===== config.mk =====
export PLATFORM = sky130hd
export DESIGN_NAME = input_debouncer
export DESIGN_NICKNAME = d
export VERILOG_FILES = /design/src/rtl/input_debouncer.sv
export SDC_FILE = /design/constraint.sdc
export NUM_CORES = 1
export LEC_CHECK = 0
export CORE_MARGIN = 2
export CORE_UTILIZATION = 40
export CTS_CLUSTER_SIZE = 24
export DETAILED_ROUTE_END_ITERATION = 10
export GPL_ROUTABILITY_DRIVEN = 1
export PLACE_DENSITY = 0.63
export SLEW_MARGIN = 10
export SYNTH_ARGS = -nofsm -noshare
export SYNTH_HDL_FRONTEND = slang
export SYNTH_SLANG_ARGS = --single-unit

===== constraint.sdc =====
create_clock -name clk -period 2.2 [get_ports clk]
set_input_delay 0.22 -clock clk [delete_from_list [all_inputs] [get_ports clk]]
set_output_delay 0.22 -clock clk [all_outputs]
set_load 0.05 [all_outputs]

===== src/rtl/input_debouncer.sv =====
// input_debouncer: two-flop synchronizer plus tick-based debounce filter for
// the board slide switches and push buttons. It also produces one-cycle
// button rise pulses and sticky "pressed" flags that software clears.
module input_debouncer #(
    parameter int NUM_SW       = 16,
    parameter int NUM_BTN      = 16,
    parameter int TICK_DIV     = 100000,
    parameter int STABLE_TICKS = 10
) (
    input  logic               clk,
    input  logic               rst,
    input  logic [NUM_SW-1:0]  sw_raw,
    input  logic [NUM_BTN-1:0] btn_raw,
    input  logic [NUM_BTN-1:0] btn_clear,
    output logic [NUM_SW-1:0]  sw_clean,
    output logic [NUM_BTN-1:0] btn_clean,
    output logic [NUM_BTN-1:0] btn_rise,
    output logic [NUM_BTN-1:0] btn_sticky,
    output logic               tick
);

    // Switches occupy the low channel indices and buttons the high ones.
    // The filter logic is identical for both kinds of channel.
    localparam int NumCh = NUM_SW + NUM_BTN;
    localparam int CntW  = $clog2(STABLE_TICKS + 1);
    localparam int DivW  = $clog2(TICK_DIV);

    localparam logic [DivW-1:0] DivLast = DivW'(TICK_DIV - 1);
    localparam logic [CntW-1:0] CntLast = CntW'(STABLE_TICKS - 1);

    logic [NumCh-1:0]   rawAll;
    logic [NumCh-1:0]   syncFirst;
    logic [NumCh-1:0]   syncSecond;
    logic [NumCh-1:0]   cleanQ;
    logic [NumCh-1:0]   cleanNext;
    logic [CntW-1:0]    cntQ    [NumCh];
    logic [CntW-1:0]    cntNext [NumCh];
    logic [DivW-1:0]    divCount;
    logic               tickQ;
    logic [NUM_BTN-1:0] btnCleanNext;
    logic [NUM_BTN-1:0] btnCleanQ;
    logic [NUM_BTN-1:0] riseQ;
    logic [NUM_BTN-1:0] riseNext;
    logic [NUM_BTN-1:0] stickyQ;
    logic [NUM_BTN-1:0] stickyNext;

    assign rawAll = {btn_raw, sw_raw};

    // Two-flop synchronizer; the filter only ever looks at syncSecond.
    always_ff @(posedge clk) begin
        if (rst) begin
            syncFirst  <= {NumCh{1'b0}};
            syncSecond <= {NumCh{1'b0}};
        end else begin
            syncFirst  <= rawAll;
            syncSecond <= syncFirst;
        end
    end

    // Prescaler: wraps every TICK_DIV cycles; tick is registered, so it is
    // high in the cycle right after the count reaches its last value.
    always_ff @(posedge clk) begin
        if (rst) begin
            divCount <= {DivW{1'b0}};
            tickQ    <= 1'b0;
        end else begin
            if (divCount == DivLast) begin
                divCount <= {DivW{1'b0}};
            end else begin
                divCount <= divCount + DivW'(1);
            end
            tickQ <= (divCount == DivLast);
        end
    end

    // Per-channel filter: any cycle of agreement clears progress, so only a
    // disagreement that survives STABLE_TICKS consecutive ticks flips clean.
    always_comb begin
        cleanNext = cleanQ;
        for (int i = 0; i < NumCh; i++) begin
            cntNext[i] = cntQ[i];
            if (syncSecond[i] == cleanQ[i]) begin
                cntNext[i] = {CntW{1'b0}};
            end else if (tickQ) begin
                if (cntQ[i] == CntLast) begin
                    cleanNext[i] = syncSecond[i];
                    cntNext[i]   = {CntW{1'b0}};
                end else begin
                    cntNext[i] = cntQ[i] + CntW'(1);
                end
            end else begin
                cntNext[i] = cntQ[i];
            end
        end
    end

    assign btnCleanNext = cleanNext[NUM_SW +: NUM_BTN];
    assign btnCleanQ    = cleanQ[NUM_SW +: NUM_BTN];

    // Rise pulse lines up with the first cycle clean reads 1. A clear that
    // arrives during the rise cycle is ignored so a fresh press never gets lost.
    always_comb begin
        riseNext   = btnCleanNext & ~btnCleanQ;
        stickyNext = riseNext | riseQ | (stickyQ & ~btn_clear);
    end

    // Filter state, clean levels and button event registers.
    always_ff @(posedge clk) begin
        if (rst) begin
            cleanQ  <= {NumCh{1'b0}};
            riseQ   <= {NUM_BTN{1'b0}};
            stickyQ <= {NUM_BTN{1'b0}};
            for (int i = 0; i < NumCh; i++) begin
                cntQ[i] <= {CntW{1'b0}};
            end
        end else begin
            cleanQ  <= cleanNext;
            riseQ   <= riseNext;
            stickyQ <= stickyNext;
            for (int i = 0; i < NumCh; i++) begin
                cntQ[i] <= cntNext[i];
            end
        end
    end

    assign sw_clean   = cleanQ[NUM_SW-1:0];
    assign btn_clean  = btnCleanQ;
    assign btn_rise   = riseQ;
    assign btn_sticky = stickyQ;
    assign tick       = tickQ;

endmodule


==> results of run 1 <==
[metal layers]
metal  share of wire (%)  vias to the layer above  track usage (%)
li1                    -                     4096                -
met1                  46                     3529            15.52
met2                  46                      110            23.31
met3                 5.6                       31            3.593
met4                 2.1                        0            3.440
met5                   0                        -                0
[final cells by class]
cell class                      count  share of cell area, %
Timing Repair Buffer              124                  9.770
Inverter                           20                 0.5697
Clock buffer                       33                  5.773
Sequential cell                   274                  41.65
Clock inverter                     21                  1.481
Multi-Input combinational cell    832                  37.57
Tap cell                          335                  3.181
[metrics by stage]
step	area [µm²]	worst slack, ps	instances	power, mW	hold WS, ps
finish	13180	173.1	1639	10.10	19.86
global route	13180	86.27	1639	10.49	12.87
CTS	13180	121.4	1639	10.27	0.2935
detailed placement	12220	273.1	1585	5.411	423.7
global placement	12220	315.7	1585	5.408	415.5
floorplan	10660	129.6	1157	5.286	348.2
[logic make-up after synthesis]
group	after synthesis	synth area share (%)
flip-flops	274	51.47
multiplexers	32	3.005
AND/OR/NAND/NOR	528	26.32
buffers and inverters	51	2.078
adder cells (fa/ha/maj)	1	0.1174
XOR/XNOR	111	9.122
AO/OA/AOI/OAI	160	7.889
[cell usage after synthesis (all sizes together) (2+ instances only)]
library cell	count	area, µm²
a21oi	80	400.4
and3	16	100.1
buf	11	71.31
clkbuf	20	75.07
dfxtp	274	5485
inv	20	75.07
mux2i	32	320.3
nand2	35	131.4
nand2b	33	206.5
nand3	37	185.2
nand4	5	31.28
nor2	166	623.1
nor2b	128	800.8
nor3	35	175.2
nor3b	64	480.5
nor4	5	31.28
o21ai	64	320.3
o21bai	16	120.1
or4bb	2	22.52
xnor2	46	402.9
xor2	65	569.3
[power by group]
group | switching (mW) | internal [mW] | leakage (nW) | total (mW)
Sequential | 0.0277 | 5.02 | 2.22 | 5.05
Combinational | 0.101 | 0.146 | 1.93 | 0.247
Clock | 1.97 | 2.84 | 0.476 | 4.80
Total | 2.09 | 8.01 | 4.63 | 10.1
[sequential cells by signal, summed over array words and instances (netlist names)]
register,cells
syncSecond,32
cleanQ,32
btn_sticky,16
btn_rise,16
divCount,17
cntQ,128
syncFirst,32
tick,1
[worst paths after layout]
kind | start | endpoint | slack [ps] | depth (start not counted)
worst max-delay path | cleanQ[18] | btn_clean[2] | 170 | 1
worst min-delay path | rst | cleanQ[29] | 20 | 2
worst max register to register | divCount[13] | divCount[4] | 260 | 5
worst min register to register | syncFirst[24] | syncSecond[24] | 430 | 1
==> metrics.yaml, run 1 <==
status:
  status: "complete, but fails checks"
  failed_checks: "DRC"
global_route:
  grt_pass1_vias: 7378
  antenna_found_initial: 0
  grt_start_max_net_pins: 52
  grt_overflow: 0
  grt_pass1_wl_um: 32020
  grt_usage_pct: 13.08
worst_setup_path:
  path_cells: "clkdlybuf4s50_1"
  required_ps: 1980
  endpoint_kind: "output pin"
  cp.arrival_ps: 1810
  worst_path_max_delay_cell: "clkdlybuf4s50_1"
  path_buf_inv: 1
  path_class: "reg -> out"
  worstPathMaxFanout: 4
  critPathTopFamily: "buffers and inverters"
  max_stage_delay_ps: 860
  start_kind: "flip-flop"
synth:
  syn_inst: 1157
  yosys_most_used_dff: "dfxtp_1"
  synth.yosys.warnings: 0
  syn_area_mm2: 0.01066
  async_flop_share_pct: 0
  ys_ff_latch: 274
  synth_nets: 1208
  synth.distinct_cells: 27
  ys_seq_area_share_pct: 51.47
  avgSynthCellArea_um2: 9.212
  synth-edff-count: 0
cells_and_area:
  area_growth_pct: 23.64
  drive_above_1_share_pct: 4.908
  final_common_cell: "dfxtp_1"
  final_util_pct: 50.43
  num_antenna_cells: 0
  multiInputGateArea_mm2: 0.004951
  fillers: 2414
  final_cell_mix: "dfxtp_1, nor2_1, nor2b_1"
  register_area_mm2: 0.005489
  finish.net_count: 1332
pwr:
  peakVddDrop_v: 0.0005284
  power.leakage_nw: 4.631
  power_per_cell_area_mw_per_mm2: 766.4
timing:
  fin_crit_sh_pct: 92.13
  finalHoldViolCount: 0
  tns_ps: 0
  rsz0062_at_grt: "false"
  maxSlewHeadroom_pct: 61.49
  tightest_slew_ps: 575.8
  fmax_mhz: 493.4
  setup_violations: 0
  fin_crit_ps: 2027
  maxSlewViolCount: 0
  clock_skew_ps: 10.73
drt:
  first_iter_violations: 333
  wire_per_inst_um: 11.18
  avgViaCountPerCell: 4.738
  ant_nets: 0
  vias: 7766
  drc: 5
  wl_um: 18330
  first_pass_iters: 7
clocking:
  cts_sinks: 274
  cts_tree: "done"
  cts_made_buffers: 29
  clk_pin_slew_worst_paths_ps: 60
  cts_max_level: 1
  clk_latency_ps: 540
  cts_root_buffer: "clkbuf_16"
  clock_path_buffers: 3
  cts_hold_buf: 0
  post_cts_buffers: 0
  post_cts_resized: 1
die:
  dieArea_mm2: 0.02797
  core_mm2: 0.02613
  placementRows: 59
  initial_core_util_pct: 40.78
  ios: 115
  die_h_um: 167.2
  dieWidth_um: 167.2
place:
  io_buffer_count: 114
  place_hpwl_um: 12380
  globalplace.congestion: 0.7820
min_path:
  hold_path_class: "in -> reg"
flow_run:
  cap_violations: 0
Note: power is estimated with default switching activity, not from simulation.
==> run 2: changes to the inputs <==
- CELL_PAD_IN_SITES_DETAIL_PLACEMENT: not set -> 0
- CELL_PAD_IN_SITES_GLOBAL_PLACEMENT: not set -> 1
- PLACE_DENSITY: 0.63 -> 0.77
==> run 2 against run 1 <==
The flow still finishes with violations (DRC). Core utilization is 0.70 points higher. Maximum frequency is 0.19% higher. Design area is 1.4% higher. Register-to-register slack better by 90 ps. Cell count is 0.31% higher. Hold slack better by 210 ps. Clock skew is 1.6 ps higher. Non-clock buffer count is 5 higher.
==> metrics.yaml, run 2 (synthesis gave the netlist of run 1 again) <==
min_path:
  hold_path_class: "in -> reg"
cells_and_area:
  fillers: 2436
  num_antenna_cells: 0
  top_register: "cntQ"
  final_cell_mix: "dfxtp_1, nor2_1, nor2b_1"
  final_area_mm2: 0.01336
  finish.net_count: 1339
  final_common_cell: "dfxtp_1"
  register_area_mm2: 0.005489
  drive_above_1_share_pct: 5.271
  final_util_pct: 51.13
  area_growth_pct: 25.37
  multiInputGateArea_mm2: 0.004951
  largest_reg_flops: 128
drt:
  drc: 3
  first_iter_violations: 279
  vias: 7763
  wire_per_inst_um: 11.26
  wl_um: 18520
  avgViaCountPerCell: 4.722
  ant_nets: 0
  first_pass_iters: 10
timing:
  fin_crit_ps: 2023
  rsz0062_at_grt: "false"
  clock_skew_ps: 12.38
  finalHoldViolCount: 0
  fin_crit_sh_pct: 91.95
  setup_violations: 0
  maxSlewViolCount: 0
  tightest_slew_ps: 574.0
  maxSlewHeadroom_pct: 61.61
  fmax_mhz: 494.3
  tns_ps: 0
clocking:
  clk_pin_slew_worst_paths_ps: 60
  clk_latency_ps: 540
  clock_path_buffers: 3
  post_cts_resized: 0
  cts_made_buffers: 31
  cts_root_buffer: "clkbuf_16"
  cts_max_level: 1
  cts_sinks: 274
  cts_tree: "done"
global_route:
  met3_usage_pct: 2.978
  grt-busiest-layer: "met2"
  grt_pass1_wl_um: 32460
  grt_use_met2_pct: 22.08
  grt_usage_pct: 13.32
  grt_pass1_vias: 7203
  antenna_found_initial: 0
  grt_overflow: 0
  use_met1_pct: 17.39
  grt_start_max_net_pins: 61
die:
  placementRows: 59
  dieArea_mm2: 0.02797
  initial_core_util_pct: 40.78
  die_h_um: 167.2
  core_mm2: 0.02613
  ios: 115
  dieWidth_um: 167.2
status:
  failed_checks: "DRC"
  status: "complete, but fails checks"
worst_setup_path:
  cp.arrival_ps: 1800
  path_class: "reg -> out"
  max_stage_delay_ps: 870
  ff2ff_setup_slack_ps: 350
  start_kind: "flip-flop"
  endpoint_kind: "output pin"
  critPathTopFamily: "buffers and inverters"
  worstPathMaxFanout: 4
  worst_path_max_delay_cell: "clkdlybuf4s50_1"
  required_ps: 1980
  path_cells: "clkdlybuf4s50_1"
  path_buf_inv: 1
pwr:
  power_per_cell_area_mw_per_mm2: 805.3
  power.leakage_nw: 4.725
  peakVddDrop_v: 0.0005179
  total_power_mw: 10.76
place:
  placed_area_mm2: 0.01224
  io_buffer_count: 114
  place_hpwl_um: 12400
  globalplace.congestion: 0.7565
flow_run:
  cap_violations: 0
[run 2: metrics by stage]
step | hold slack [ps] | worst slack (ps) | cells
floorplan | 348.2 | 129.6 | 1157
global placement | 417.0 | 362.6 | 1589
detailed placement | 424.2 | 343.4 | 1589
CTS | 207.8 | 140.4 | 1644
global route | 217.1 | 108.2 | 1644
finish | 231.5 | 177.0 | 1644
[run 2: layer usage]
layer	part of all wire (%)	wire length, µm	vias to the layer above
met5	0	0	-
met4	2.4	449	0
met3	4.7	874	36
met2	44	8210	108
met1	49	8984	3503
li1	-	-	4116
[run 2: report_power, final]
| part | switching, mW | leakage (nW) | internal [mW] |
|---|---|---|---|
| combinational | 0.102 | 1.95 | 0.148 |
| clock | 1.96 | 0.554 | 3.51 |
| sequential | 0.0278 | 2.22 | 5.02 |
| total | 2.09 | 4.72 | 8.67 |
[run 2: layout make-up]
| cell class | count | area share, % |
|---|---|---|
| multi-input combinational | 832 | 37.05 |
| inverter | 20 | 0.5618 |
| tap | 335 | 3.137 |
| sequential | 274 | 41.08 |
| timing repair buffer | 129 | 9.832 |
| clock inverter | 10 | 1.339 |
| clock buffer | 44 | 6.995 |
[run 2: path summary, 6_finish.rpt]
path / start / end / depth (start not counted)
max: cleanQ[30] / btn_clean[14] / 1
min: sw_raw[12] / syncFirst[12] / 2
max reg2reg: divCount[13] / divCount[12] / 5
min reg2reg: syncFirst[19] / syncSecond[19] / 1
[run 2: timing repair]
item | 4_1_cts | 5_1_grt
setup buffers | 0 | 0
hold endpoints to repair | 6 | 0
endpoints found under the setup margin | 0 | 0
hold buffers | 1 | 0
==> run 3: changes to the inputs <==
- RECOVER_POWER: not set -> 50
==> run 3 against run 2 <==
The run still ends with DRC left. Power is essentially flat. Sequential power is essentially flat. Combinational power shrank 2%. Flip-flop and latch count is the same. Clock power is essentially flat. Count of clock-buffer cells in the layout is the same. First-iteration DRC count shrank 0.72%. Maximum frequency is essentially flat. Core utilization shrank 0.13 points. Wire length is essentially flat. Global-route usage is the same. Non-clock buffer count is the same.
==> metrics.yaml, run 3 (synthesis gave the netlist of run 1 again) <==
worst_setup_path:
  rr_endpoint: "cleanQ[28]"
  path_class: "reg -> out"
  worstPathMaxFanout: 4
  worst_path_max_delay_cell: "clkdlybuf4s50_1"
  ff2ff_setup_slack_ps: 270
  path_buf_inv: 1
  endpoint: "btn_clean[14]"
  max_stage_delay_ps: 870
  start_kind: "flip-flop"
  cp.arrival_ps: 1800
  critPathTopFamily: "buffers and inverters"
  r2r_start: "tick"
  path_cells: "clkdlybuf4s50_1"
  rr_worst_depth: 5
  cp-startpoint: "cleanQ[30]"
  endpoint_kind: "output pin"
  required_ps: 1980
  cp.depth: 1
timing:
  tns_ps: 0
  maxSlewViolCount: 0
  clock_skew_ps: 12.45
  maxSlewHeadroom_pct: 60.81
  fin_crit_sh_pct: 91.96
  setup_violations: 0
  tightest_slew_ps: 587.8
  finalHoldViolCount: 0
  rsz0062_at_grt: "false"
  fmax_mhz: 494.3
  fin_hold_ws_ps: 231.2
  fin_crit_ps: 2023
clocking:
  clk_pin_slew_worst_paths_ps: 60
  clk_latency_ps: 540
  cts_made_buffers: 31
  cts_max_level: 1
  cts_tree: "done"
  post_cts_resized: 0
  cts_root_buffer: "clkbuf_16"
  cts_sinks: 274
  clock_path_buffers: 3
pwr:
  p_clk_share_pct: 50.8
  internal_power_mw: 8.671
  total_power_mw: 10.75
  power_per_cell_area_mw_per_mm2: 806.9
  power.leakage_nw: 4.703
  seqPwrFrac_pct: 46.9
  p_sw_mw: 2.084
  power_frac_comb_pct: 2.3
  p_sw_share_pct: 19.37
  peakVddDrop_v: 0.0005176
die:
  initial_core_util_pct: 40.78
  dieWidth_um: 167.2
  placementRows: 59
  ios: 115
  core_mm2: 0.02613
  die_h_um: 167.2
  dieArea_mm2: 0.02797
cells_and_area:
  area_growth_pct: 25.05
  final_util_pct: 51.00
  largest_reg_flops: 128
  final_common_cell: "dfxtp_1"
  finish.net_count: 1339
  fillers: 2442
  register_area_mm2: 0.005489
  top_register: "cntQ"
  final_cell_mix: "dfxtp_1, nor2_1, nor2b_1"
  num_antenna_cells: 0
  drive_above_1_share_pct: 4.889
  multiInputGateArea_mm2: 0.004951
status:
  failed_checks: "DRC"
  status: "complete, but fails checks"
drt:
  ant_nets: 0
  wl_um: 18530
  wire_per_inst_um: 11.27
  avgViaCountPerCell: 4.724
  drc: 3
  first_pass_iters: 9
  vias: 7767
  first_iter_violations: 277
min_path:
  hold_path_class: "in -> reg"
place:
  globalplace.congestion: 0.7565
  io_buffer_count: 114
  place_hpwl_um: 12400
flow_run:
  cap_violations: 0
global_route:
  grt_overflow: 0
  grt_pass1_wl_um: 32460
  grt_start_max_net_pins: 61
  antenna_found_initial: 0
  grt_usage_pct: 13.32
  grt_pass1_vias: 7203
==> run 3: changes by cell type in the layout (fill, tap and decap cells not counted), sizes merged <==
cell and delta:
buf -6, clkbuf +6
==> run 3: worst min-delay path by stage <==
stage | startpoint | endpoint | slack, ps | cells past startpoint
2_1_floorplan | sw_raw[0] | syncFirst[0] | 350 | 1
3_3_place_gp | syncFirst[26] | syncSecond[26] | 420 | 1
3_5_place_dp | syncFirst[7] | syncSecond[7] | 420 | 1
4_1_cts | sw_raw[12] | syncFirst[12] | 210 | 2
5_1_grt | sw_raw[4] | syncFirst[4] | 220 | 2
6_report | sw_raw[12] | syncFirst[12] | 230 | 2
==> run 3: final cells by class <==
cell class                      count  share of cell area, %
Clock inverter                     10                  1.342
Timing Repair Buffer              129                  9.604
Sequential cell                   274                  41.18
Tap cell                          335                  3.145
Multi-Input combinational cell    832                  37.15
Inverter                           20                 0.5633
Clock buffer                       44                  7.013
==> run 3: power groups by stage <==
stage               registers (mW)  clock network [mW]  logic (mW)
finish                        5.05                5.46       0.246
global route                  5.05                5.86       0.279
CTS                           5.05                5.65       0.257
detailed placement            5.16                   0       0.255
global placement              5.16                   0       0.253
floorplan                     5.15                   0       0.134
==> run 3: metrics by stage <==
step | setup WS [ps] | instances | cell area (µm²)
after floorplan | 129.6 | 1157 | 10660
after global placement | 362.6 | 1589 | 12240
after detailed placement | 343.4 | 1589 | 12240
after CTS | 140.4 | 1644 | 13360
after global routing | 57.97 | 1644 | 13330
final | 177.0 | 1644 | 13330
==> run 3: metal layers <==
metal | GRT usage, % | vias to the layer above | part of all wire (%)
met4 | 4.083 | 0 | 2.4
met2 | 22.08 | 108 | 44
met5 | 0 | - | 0
li1 | - | 4116 | -
met1 | 17.39 | 3507 | 49
met3 | 2.978 | 36 | 4.7
==> run 3: repair_timing <==
item                      CTS  global route
setup buffers               0             0
hold buffers                1             0
hold endpoints to repair    6             0
